==> src/rtl/rv32c_fetch_sequencer_pkg.sv <==
// Shared types and helpers for the RV32C fetch sequencer.
package rv32c_pkg;

  typedef enum logic [1:0] {
    FETCH = 2'd0,
    SPLIT = 2'd1,
    EMIT  = 2'd2,
    DRAIN = 2'd3
  } fetch_state_t;

  // Low two opcode bits that mark a full-width (non-compressed) instruction.
  localparam logic [1:0] RV32C_OPC_32 = 2'b11;

  function automatic logic is_compressed(input logic [15:0] hw);
    return hw[1:0] != RV32C_OPC_32;
  endfunction

endpackage

==> src/rtl/rv32c_fetch_sequencer_if.sv <==
// imem read bus plus the instruction handshake toward decode.
interface rv32c_fetch_sequencer_if;
  logic        imem_ren;
  logic [31:0] imem_addr;
  logic        imem_busy;
  logic [31:0] imem_rdata;
  logic        inst_valid;
  logic        inst_ready;
  logic [31:0] inst_raw;
  logic [31:0] inst_pc;
  logic        c_ena;

  // Sequencer side.
  modport master (
    output imem_ren, imem_addr, inst_valid, inst_raw, inst_pc, c_ena,
    input  imem_busy, imem_rdata, inst_ready
  );

  // Memory / decode side.
  modport slave (
    input  imem_ren, imem_addr, inst_valid, inst_raw, inst_pc, c_ena,
    output imem_busy, imem_rdata, inst_ready
  );
endinterface

==> src/rtl/rv32c_fetch_sequencer_hwbuf.sv <==
// Holds the upper halfword of the last fetched word so a following
// halfword-aligned instruction can be served (or started) without a refetch.
module rv32c_halfword_buffer (
  input  logic        clk,
  input  logic        nrst,
  input  logic        flush_i,   // redirect: drop everything
  input  logic        clr_i,     // buffered halfword consumed or stale
  input  logic        load_i,    // capture a new upper halfword
  input  logic [15:0] ld_data_i,
  input  logic [29:0] ld_addr_i, // word address the halfword came from
  input  logic [31:1] pc_i,
  output logic [15:0] hw_buf_o,
  output logic        hw_valid_o,
  output logic        hit_o      // pc points at the buffered halfword
);
  logic [15:0] hw_buf_q;
  logic [29:0] hw_addr_q;
  logic        hw_valid_q;

  // Flush beats load beats clear; data/addr only move on load.
  always_ff @(posedge clk or negedge nrst) begin
    if (!nrst) begin
      hw_buf_q   <= '0;
      hw_addr_q  <= '0;
      hw_valid_q <= 1'b0;
    end else if (flush_i) begin
      hw_valid_q <= 1'b0;
    end else if (load_i) begin
      hw_buf_q   <= ld_data_i;
      hw_addr_q  <= ld_addr_i;
      hw_valid_q <= 1'b1;
    end else if (clr_i) begin
      hw_valid_q <= 1'b0;
    end
  end

  assign hw_buf_o   = hw_buf_q;
  assign hw_valid_o = hw_valid_q;
  assign hit_o      = hw_valid_q && (hw_addr_q == pc_i[31:2]) && pc_i[1];
endmodule

==> src/rtl/rv32c_fetch_sequencer.sv <==
// RV32C fetch sequencer: word-aligned imem reads, halfword instruction
// extraction, straddle stitching and one raw instruction per handshake.
module rv32c_fetch_sequencer
  import rv32c_pkg::*;
#(
  parameter logic [31:0] RESET_PC = 32'h0000_0200,
  parameter int          XLEN     = 32
) (
  input  logic                        clk,
  input  logic                        nrst,
  input  logic                        c_enable,
  input  logic                        redirect,
  input  logic [31:0]                 redirect_pc,
  rv32c_fetch_sequencer_if.master     bus
);
  if (XLEN != 32) begin : g_xlen_chk
    $error("rv32c_fetch_sequencer supports XLEN=32 only");
  end

  fetch_state_t state_q;
  logic [31:0]  pc_q;
  logic [15:0]  hi_part_q;
  logic         imem_ren_q;
  logic [31:0]  imem_addr_q;
  logic         inst_valid_q;
  logic [31:0]  inst_raw_q;
  logic [31:0]  inst_pc_q;
  logic         c_ena_q;

  logic [15:0]  hw_buf;
  logic         hw_valid;
  logic         hw_hit;
  logic         hw_clr, hw_load;
  logic         unused_pc_bit0;

  logic [31:0]  w;
  logic         xfer, start, fetch_done, split_done, hit_c, hit_w;

  assign unused_pc_bit0 = redirect_pc[0];
  assign w          = bus.imem_rdata;
  assign xfer       = imem_ren_q && !bus.imem_busy;
  // A new fetch decision is taken either from an idle FETCH or in the same
  // cycle the emitted instruction is accepted, so the next request (or the
  // next buffered instruction) shows up on the very next cycle.
  assign start      = (state_q == FETCH && !imem_ren_q) ||
                      (state_q == EMIT && bus.inst_ready);
  assign fetch_done = (state_q == FETCH) && xfer;
  assign split_done = (state_q == SPLIT) && xfer;
  assign hit_c      = c_enable && hw_hit && is_compressed(hw_buf);
  assign hit_w      = c_enable && hw_hit && !is_compressed(hw_buf);

  // Halfword buffer control: load on a compressed low half or a completed
  // straddle, clear when its content is consumed or no longer applies.
  always_comb begin
    hw_load = 1'b0;
    hw_clr  = 1'b0;
    if (!redirect) begin
      if (start && hit_c) begin
        hw_clr = 1'b1;
      end else if (fetch_done) begin
        if (c_enable && !pc_q[1] && is_compressed(w[15:0])) hw_load = 1'b1;
        else                                                hw_clr  = 1'b1;
      end else if (split_done) begin
        hw_load = 1'b1;
      end
    end
  end

  rv32c_halfword_buffer u_hwbuf (
    .clk        (clk),
    .nrst       (nrst),
    .flush_i    (redirect),
    .clr_i      (hw_clr),
    .load_i     (hw_load),
    .ld_data_i  (w[31:16]),
    .ld_addr_i  (imem_addr_q[31:2]),
    .pc_i       (pc_q[31:1]),
    .hw_buf_o   (hw_buf),
    .hw_valid_o (hw_valid),
    .hit_o      (hw_hit)
  );

  // Fetch FSM with registered bus and instruction outputs; redirect wins.
  always_ff @(posedge clk or negedge nrst) begin
    if (!nrst) begin
      state_q      <= FETCH;
      pc_q         <= RESET_PC;
      hi_part_q    <= '0;
      imem_ren_q   <= 1'b0;
      imem_addr_q  <= '0;
      inst_valid_q <= 1'b0;
      inst_raw_q   <= '0;
      inst_pc_q    <= '0;
      c_ena_q      <= 1'b0;
    end else if (redirect) begin
      pc_q         <= {redirect_pc[31:2], redirect_pc[1] & c_enable, 1'b0};
      inst_valid_q <= 1'b0;
      if (imem_ren_q && bus.imem_busy) begin
        state_q <= DRAIN;      // keep ren/addr until the old read retires
      end else begin
        state_q    <= FETCH;
        imem_ren_q <= 1'b0;
      end
    end else if (start) begin
      if (hit_c) begin
        inst_valid_q <= 1'b1;
        inst_raw_q   <= {16'h0, hw_buf};
        inst_pc_q    <= pc_q;
        c_ena_q      <= 1'b1;
        pc_q         <= pc_q + 32'd2;
        imem_ren_q   <= 1'b0;
        state_q      <= EMIT;
      end else if (hit_w) begin
        inst_valid_q <= 1'b0;
        hi_part_q    <= hw_buf;
        imem_ren_q   <= 1'b1;
        imem_addr_q  <= {pc_q[31:2] + 30'd1, 2'b00};
        state_q      <= SPLIT;
      end else begin
        inst_valid_q <= 1'b0;
        imem_ren_q   <= 1'b1;
        imem_addr_q  <= {pc_q[31:2], 2'b00};
        state_q      <= FETCH;
      end
    end else begin
      case (state_q)
        FETCH: if (xfer) begin
          inst_pc_q <= pc_q;
          if (!c_enable || (!pc_q[1] && !is_compressed(w[15:0]))) begin
            inst_valid_q <= 1'b1;
            inst_raw_q   <= w;
            c_ena_q      <= 1'b0;
            pc_q         <= pc_q + 32'd4;
            imem_ren_q   <= 1'b0;
            state_q      <= EMIT;
          end else if (!pc_q[1]) begin
            inst_valid_q <= 1'b1;
            inst_raw_q   <= {16'h0, w[15:0]};
            c_ena_q      <= 1'b1;
            pc_q         <= pc_q + 32'd2;
            imem_ren_q   <= 1'b0;
            state_q      <= EMIT;
          end else if (is_compressed(w[31:16])) begin
            inst_valid_q <= 1'b1;
            inst_raw_q   <= {16'h0, w[31:16]};
            c_ena_q      <= 1'b1;
            pc_q         <= pc_q + 32'd2;
            imem_ren_q   <= 1'b0;
            state_q      <= EMIT;
          end else begin
            // Upper half starts a 32-bit instruction: fetch the next word.
            hi_part_q   <= w[31:16];
            imem_addr_q <= {imem_addr_q[31:2] + 30'd1, 2'b00};
            state_q     <= SPLIT;
          end
        end
        SPLIT: if (xfer) begin
          inst_valid_q <= 1'b1;
          inst_raw_q   <= {w[15:0], hi_part_q};
          inst_pc_q    <= pc_q;
          c_ena_q      <= 1'b0;
          pc_q         <= pc_q + 32'd4;
          imem_ren_q   <= 1'b0;
          state_q      <= EMIT;
        end
        DRAIN: if (xfer) begin
          imem_ren_q <= 1'b0;
          state_q    <= FETCH;
        end
        default: ;             // EMIT holds until accepted
      endcase
    end
  end

  assign bus.imem_ren   = imem_ren_q;
  assign bus.imem_addr  = imem_addr_q;
  assign bus.inst_valid = inst_valid_q;
  assign bus.inst_raw   = inst_raw_q;
  assign bus.inst_pc    = inst_pc_q;
  assign bus.c_ena      = c_ena_q;
endmodule

==> src/flat_wrapper.sv <==
// flat-port wrapper written by rule: the top's interface ports become plain ports
module rv32c_fetch_sequencer_flat import rv32c_pkg::*;
#(
  parameter logic [31:0] RESET_PC = 32'h0000_0200,
  parameter int          XLEN     = 32
)
  (clk, nrst, c_enable, redirect, redirect_pc, bus_imem_ren, bus_imem_addr, bus_inst_valid, bus_inst_raw, bus_inst_pc, bus_c_ena, bus_imem_busy, bus_imem_rdata, bus_inst_ready);
  rv32c_fetch_sequencer_if bus_i ();
  input  logic clk;
  input  logic nrst;
  input  logic c_enable;
  input  logic redirect;
  input  logic [31:0] redirect_pc;
  output wire logic [$bits(bus_i.imem_ren)-1:0] bus_imem_ren;
  output wire logic [$bits(bus_i.imem_addr)-1:0] bus_imem_addr;
  output wire logic [$bits(bus_i.inst_valid)-1:0] bus_inst_valid;
  output wire logic [$bits(bus_i.inst_raw)-1:0] bus_inst_raw;
  output wire logic [$bits(bus_i.inst_pc)-1:0] bus_inst_pc;
  output wire logic [$bits(bus_i.c_ena)-1:0] bus_c_ena;
  input wire logic [$bits(bus_i.imem_busy)-1:0] bus_imem_busy;
  input wire logic [$bits(bus_i.imem_rdata)-1:0] bus_imem_rdata;
  input wire logic [$bits(bus_i.inst_ready)-1:0] bus_inst_ready;
  assign bus_imem_ren = bus_i.imem_ren;
  assign bus_imem_addr = bus_i.imem_addr;
  assign bus_inst_valid = bus_i.inst_valid;
  assign bus_inst_raw = bus_i.inst_raw;
  assign bus_inst_pc = bus_i.inst_pc;
  assign bus_c_ena = bus_i.c_ena;
  assign bus_i.imem_busy = bus_imem_busy;
  assign bus_i.imem_rdata = bus_imem_rdata;
  assign bus_i.inst_ready = bus_inst_ready;
  rv32c_fetch_sequencer #(.RESET_PC(RESET_PC), .XLEN(XLEN)) u_core (.clk(clk), .nrst(nrst), .c_enable(c_enable), .redirect(redirect), .redirect_pc(redirect_pc), .bus(bus_i));
endmodule
==> config.mk <==
export PLATFORM = sky130hd
export DESIGN_NAME = rv32c_fetch_sequencer_flat
export DESIGN_NICKNAME = d
export VERILOG_FILES = /design/src/rtl/rv32c_fetch_sequencer_pkg.sv /design/src/rtl/rv32c_fetch_sequencer_if.sv /design/src/rtl/rv32c_fetch_sequencer_hwbuf.sv /design/src/rtl/rv32c_fetch_sequencer.sv /design/src/flat_wrapper.sv
export SDC_FILE = /design/constraint.sdc
export NUM_CORES = 1
export LEC_CHECK = 0
export ABC_AREA = 1
export ABC_CLOCK_PERIOD_IN_PS = 2200
export CORE_ASPECT_RATIO = 0.7
export CORE_MARGIN = 2
export CORE_UTILIZATION = 50
export DETAILED_ROUTE_END_ITERATION = 6
export PLACE_DENSITY = 0.76
export SYNTH_ARGS = -nofsm -noshare
export SYNTH_HDL_FRONTEND = slang
export SYNTH_SLANG_ARGS = --single-unit
export TNS_END_PERCENT = 5
==> constraint.sdc <==
create_clock -name clk -period 2.2 [get_ports clk]
set_input_delay 0.66 -clock clk [delete_from_list [all_inputs] [get_ports clk]]
set_output_delay 0.66 -clock clk [all_outputs]
set_load 0.02 [all_outputs]
==> flow_summary.json <==
{
  "mostFrequentLayoutCells": "659 x nand2_1, 258 x buf_4, 168 x dfrtp_1, 146 x nand3_1, 145 x nor2_1",
  "drive_gt1_frac": 0.2255,
  "cts_buffer_depth": 2,
  "synth_seq_cells": 192,
  "async_flop_share": 1.000,
  "critPathKind": "flop to flop",
  "grt_pass1_vias": 13540,
  "leakagePower_nw": 8.617,
  "grt-ovfl-total": 0,
  "dpl-instance-area_um2": 16430,
  "rows": 48,
  "avgViaCountPerCell": 5.775,
  "fmax_ghz": 0.4377,
  "ant_nets": 0,
  "endpoint_kind": "flop",
  "crit_path_max_fanout": 16,
  "powerDensity_nw_per_um2": 1512,
  "dp.cells": 2542,
  "netlist_area_um2": 12630,
  "grt_max_degree": 63,
  "period_needed_ps": 2285,
  "die_y_um": 137,
  "clk-insertion-delay-late_ps": 460,
  "num_vias": 14960,
  "finalSetupViolations": 35,
  "drt-initial-drc-count": 1976,
  "crit_required_ps": 2580,
  "slew_headroom": 0.5853,
  "io-pin-count": 169,
  "drcViolationCount": 0,
  "synth_cell_types": 48,
  "synth-main-ff-cell": "dfrtp_1",
  "synth-seq-area-share": 0.3804,
  "period_share": 1.038,
  "postSynthAreaPerCell_um2": 6.728,
  "path_clk_slew_ps": 90,
  "grt_pass1_wl_um": 81160,
  "wl_per_cell_um": 21.71,
  "fin_nets": 2326,
  "nFillCells": 2063,
  "clock-sinks": 192,
  "cpPeakStageDelay_ps": 490,
  "critical_path.top_delay_family": "simple AND/OR/NAND/NOR gates",
  "hold_ws_ps": 177.2,
  "drtPass1Iterations": 6,
  "crit_top_cell": "nand2_1",
  "routed_wl_um": 56260,
  "cp-start-kind": "flop",
  "portBuffers": 164,
  "r2r_slack_ps": -80,
  "crit_chain": "inv_2, nand2_1, nand2_1, nor2_2, nand2_1, nor2_2, nand2_2, nor2_8, nand2_4, nand2_8, nand3_4, buf_12, clkbuf_16, o21ai_2",
  "drv_slew": 0,
  "syn2layout_area_growth_pct": 40.36,
  "track_usage": 0.4102,
  "crit_arrival_ps": 2670,
  "final_common_cell": "nand2_1",
  "die_x_um": 194.0,
  "postLayoutCellArea_um2": 17730,
  "cts_root_buf": "clkbuf_16",
  "status": "finished with violations",
  "synth_cells": 1878,
  "grt_setup_unrepaired": "yes",
  "max-vdd-ir-drop_mv": 0.9281,
  "synth-edff-count": 0,
  "htreeDepth": 4,
  "hold_violations": 0,
  "crit_slowest_cell": "dfrtp_2",
  "worst_slack_ps": -84.64,
  "crit_buf_inv": 3,
  "die_area_um2": 26580,
  "hold_class": "primary input to async pin",
  "dp_hpwl_um": 41850,
  "cts_buffers": 17,
  "violations": "negative setup slack",
  "diodes": 0,
  "core_um2": 24740,
  "tightest_slew_ps": 615.6,
  "maxCapViolations": 0,
  "initial_core_util": 0.5106,
  "ys_warn_count": 0,
  "cts_tree": "yes",
  "fin_worst_skew_ps": 13.01,
  "final_cells": 2591,
  "antenna_found_initial": 2,
  "place.gp.congestion": 0.9895
}
[routing by layer]
| layer | track usage | routed length [um] | up-vias |
|---|---|---|---|
| li1 | - | - | 6811 |
| met4 | 0.08460 | 1209 | 4 |
| met5 | 0 | 22 | - |
| met1 | 0.6027 | 24140 | 7053 |
| met2 | 0.5518 | 21860 | 984 |
| met3 | 0.1759 | 9037 | 112 |
[logic make-up (layout without fill, tap and decap cells)]
| logic type | count (synthesis) | count (layout) | synth area share |
|---|---|---|---|
| buf+inv | 257 | 643 | 0.08992 |
| fa+ha+maj | 3 | 3 | 0.002971 |
| mux | 5 | 5 | 0.004456 |
| compound gates | 238 | 238 | 0.1115 |
| simple gates | 1130 | 1130 | 0.3744 |
| other cells | 1 | 3 | 0.0002968 |
| flops | 192 | 192 | 0.3804 |
| xor+xnor | 52 | 52 | 0.03605 |
[report_power, final]
part	internal [mW]	switching, mW	total (mW)	leakage [nW]
Combinational	6.75	10.0	16.8	5.97
Clock	1.52	1.67	3.18	0.275
Sequential	5.10	1.74	6.85	2.37
[path summary, 6_finish.rpt]
path                                            to                 from  cells after the start
setup / recovery           u_core.bus.inst_raw[20]      u_core.pc_q[10]                     14
hold / removal              u_core.bus.inst_pc[11]                 nrst                      1
setup reg to reg           u_core.bus.inst_raw[20]      u_core.pc_q[10]                     14
hold reg to reg                u_core.hi_part_q[1]  u_core.hi_part_q[1]                      2
max in group asynchronous        u_core.state_q[1]                 nrst                      2
min in group clk               u_core.hi_part_q[1]  u_core.hi_part_q[1]                      2
[sequential cells by signal, indices dropped and copies added, names as in the netlist, 2 cells and up]
name and cells:
u_core.bus.inst_pc 31, u_core.u_hwbuf.hw_addr_q 30, u_core.state_q 2, u_core.u_hwbuf.hw_buf_o 16, u_core.bus.imem_addr 30, u_core.pc_q 31
u_core.hi_part_q 16, u_core.bus.inst_raw 32
[what timing repair did]
item	4_1_cts	5_1_grt
setup endpoints to repair	168	147
cloned	4	3
hold endpoints to repair	0	0
buffers inserted	7	4
resized for setup	66	122
hold buffers	0	0
pin swaps	3	13
[worst register-to-register path, cell delays in order (launching register included)]
cell and delay, ps:
dfrtp_2 490, inv_2 90, nand2_1 60, nand2_1 90, nor2_2 200, nand2_1 110
nor2_2 100, nand2_2 90, nor2_8 150, nand2_4 90, nand2_8 100, nand3_4 100
buf_12 180, clkbuf_16 200, o21ai_2 150
[stage by stage]
step	utilization	total power, mW	TNS (ps)	worst slack (ps)
after floorplan	-	14.26	0	89.34
after global placement	0.6641	21.45	-85380	-579.9
after detailed placement	0.6641	21.71	-94860	-638.7
after CTS	0.6979	25.41	-4.806	-4.806
after global routing	0.7167	28.10	-4642	-114.9
final	0.7167	26.81	-1630	-84.64
[cells in the mapped netlist, types with 4 or more instances]
library cell	n	share of area
a21oi_1	37	0.015
a22oi_1	6	0.0036
a31oi_1	15	0.0074
buf_1	6	0.0018
buf_2	39	0.015
buf_4	14	0.0083
buf_6	9	0.0080
clkbuf_1	39	0.012
dfrtp_1	191	0.38
inv_1	123	0.037
inv_2	26	0.0077
mux2_2	5	0.0045
nand2_1	689	0.20
nand2_4	5	0.0045
nand3_1	152	0.060
nand3b_1	5	0.0030
nand4_1	48	0.024
nor2_1	182	0.054
nor3_1	33	0.013
nor4_1	4	0.0020
o2111ai_1	5	0.0035
o211ai_1	9	0.0053
o21ai_0	80	0.032
o21ai_1	47	0.019
o21ai_2	20	0.014
o21bai_1	5	0.0030
xnor2_1	17	0.012
xor2_1	35	0.024
[area by class of cell]
type	instances	area [um2]	area share
Inverter	150	578.1	0.03259
Multi-Input combinational cell	1431	7078	0.3991
Tap cell	325	406.6	0.02293
Sequential cell	192	4835	0.2726
Clock inverter	14	142.6	0.008043
Clock buffer	18	429.2	0.02420
Timing Repair Buffer	461	4265	0.2405
Note: power is estimated with default switching activity, not from simulation.
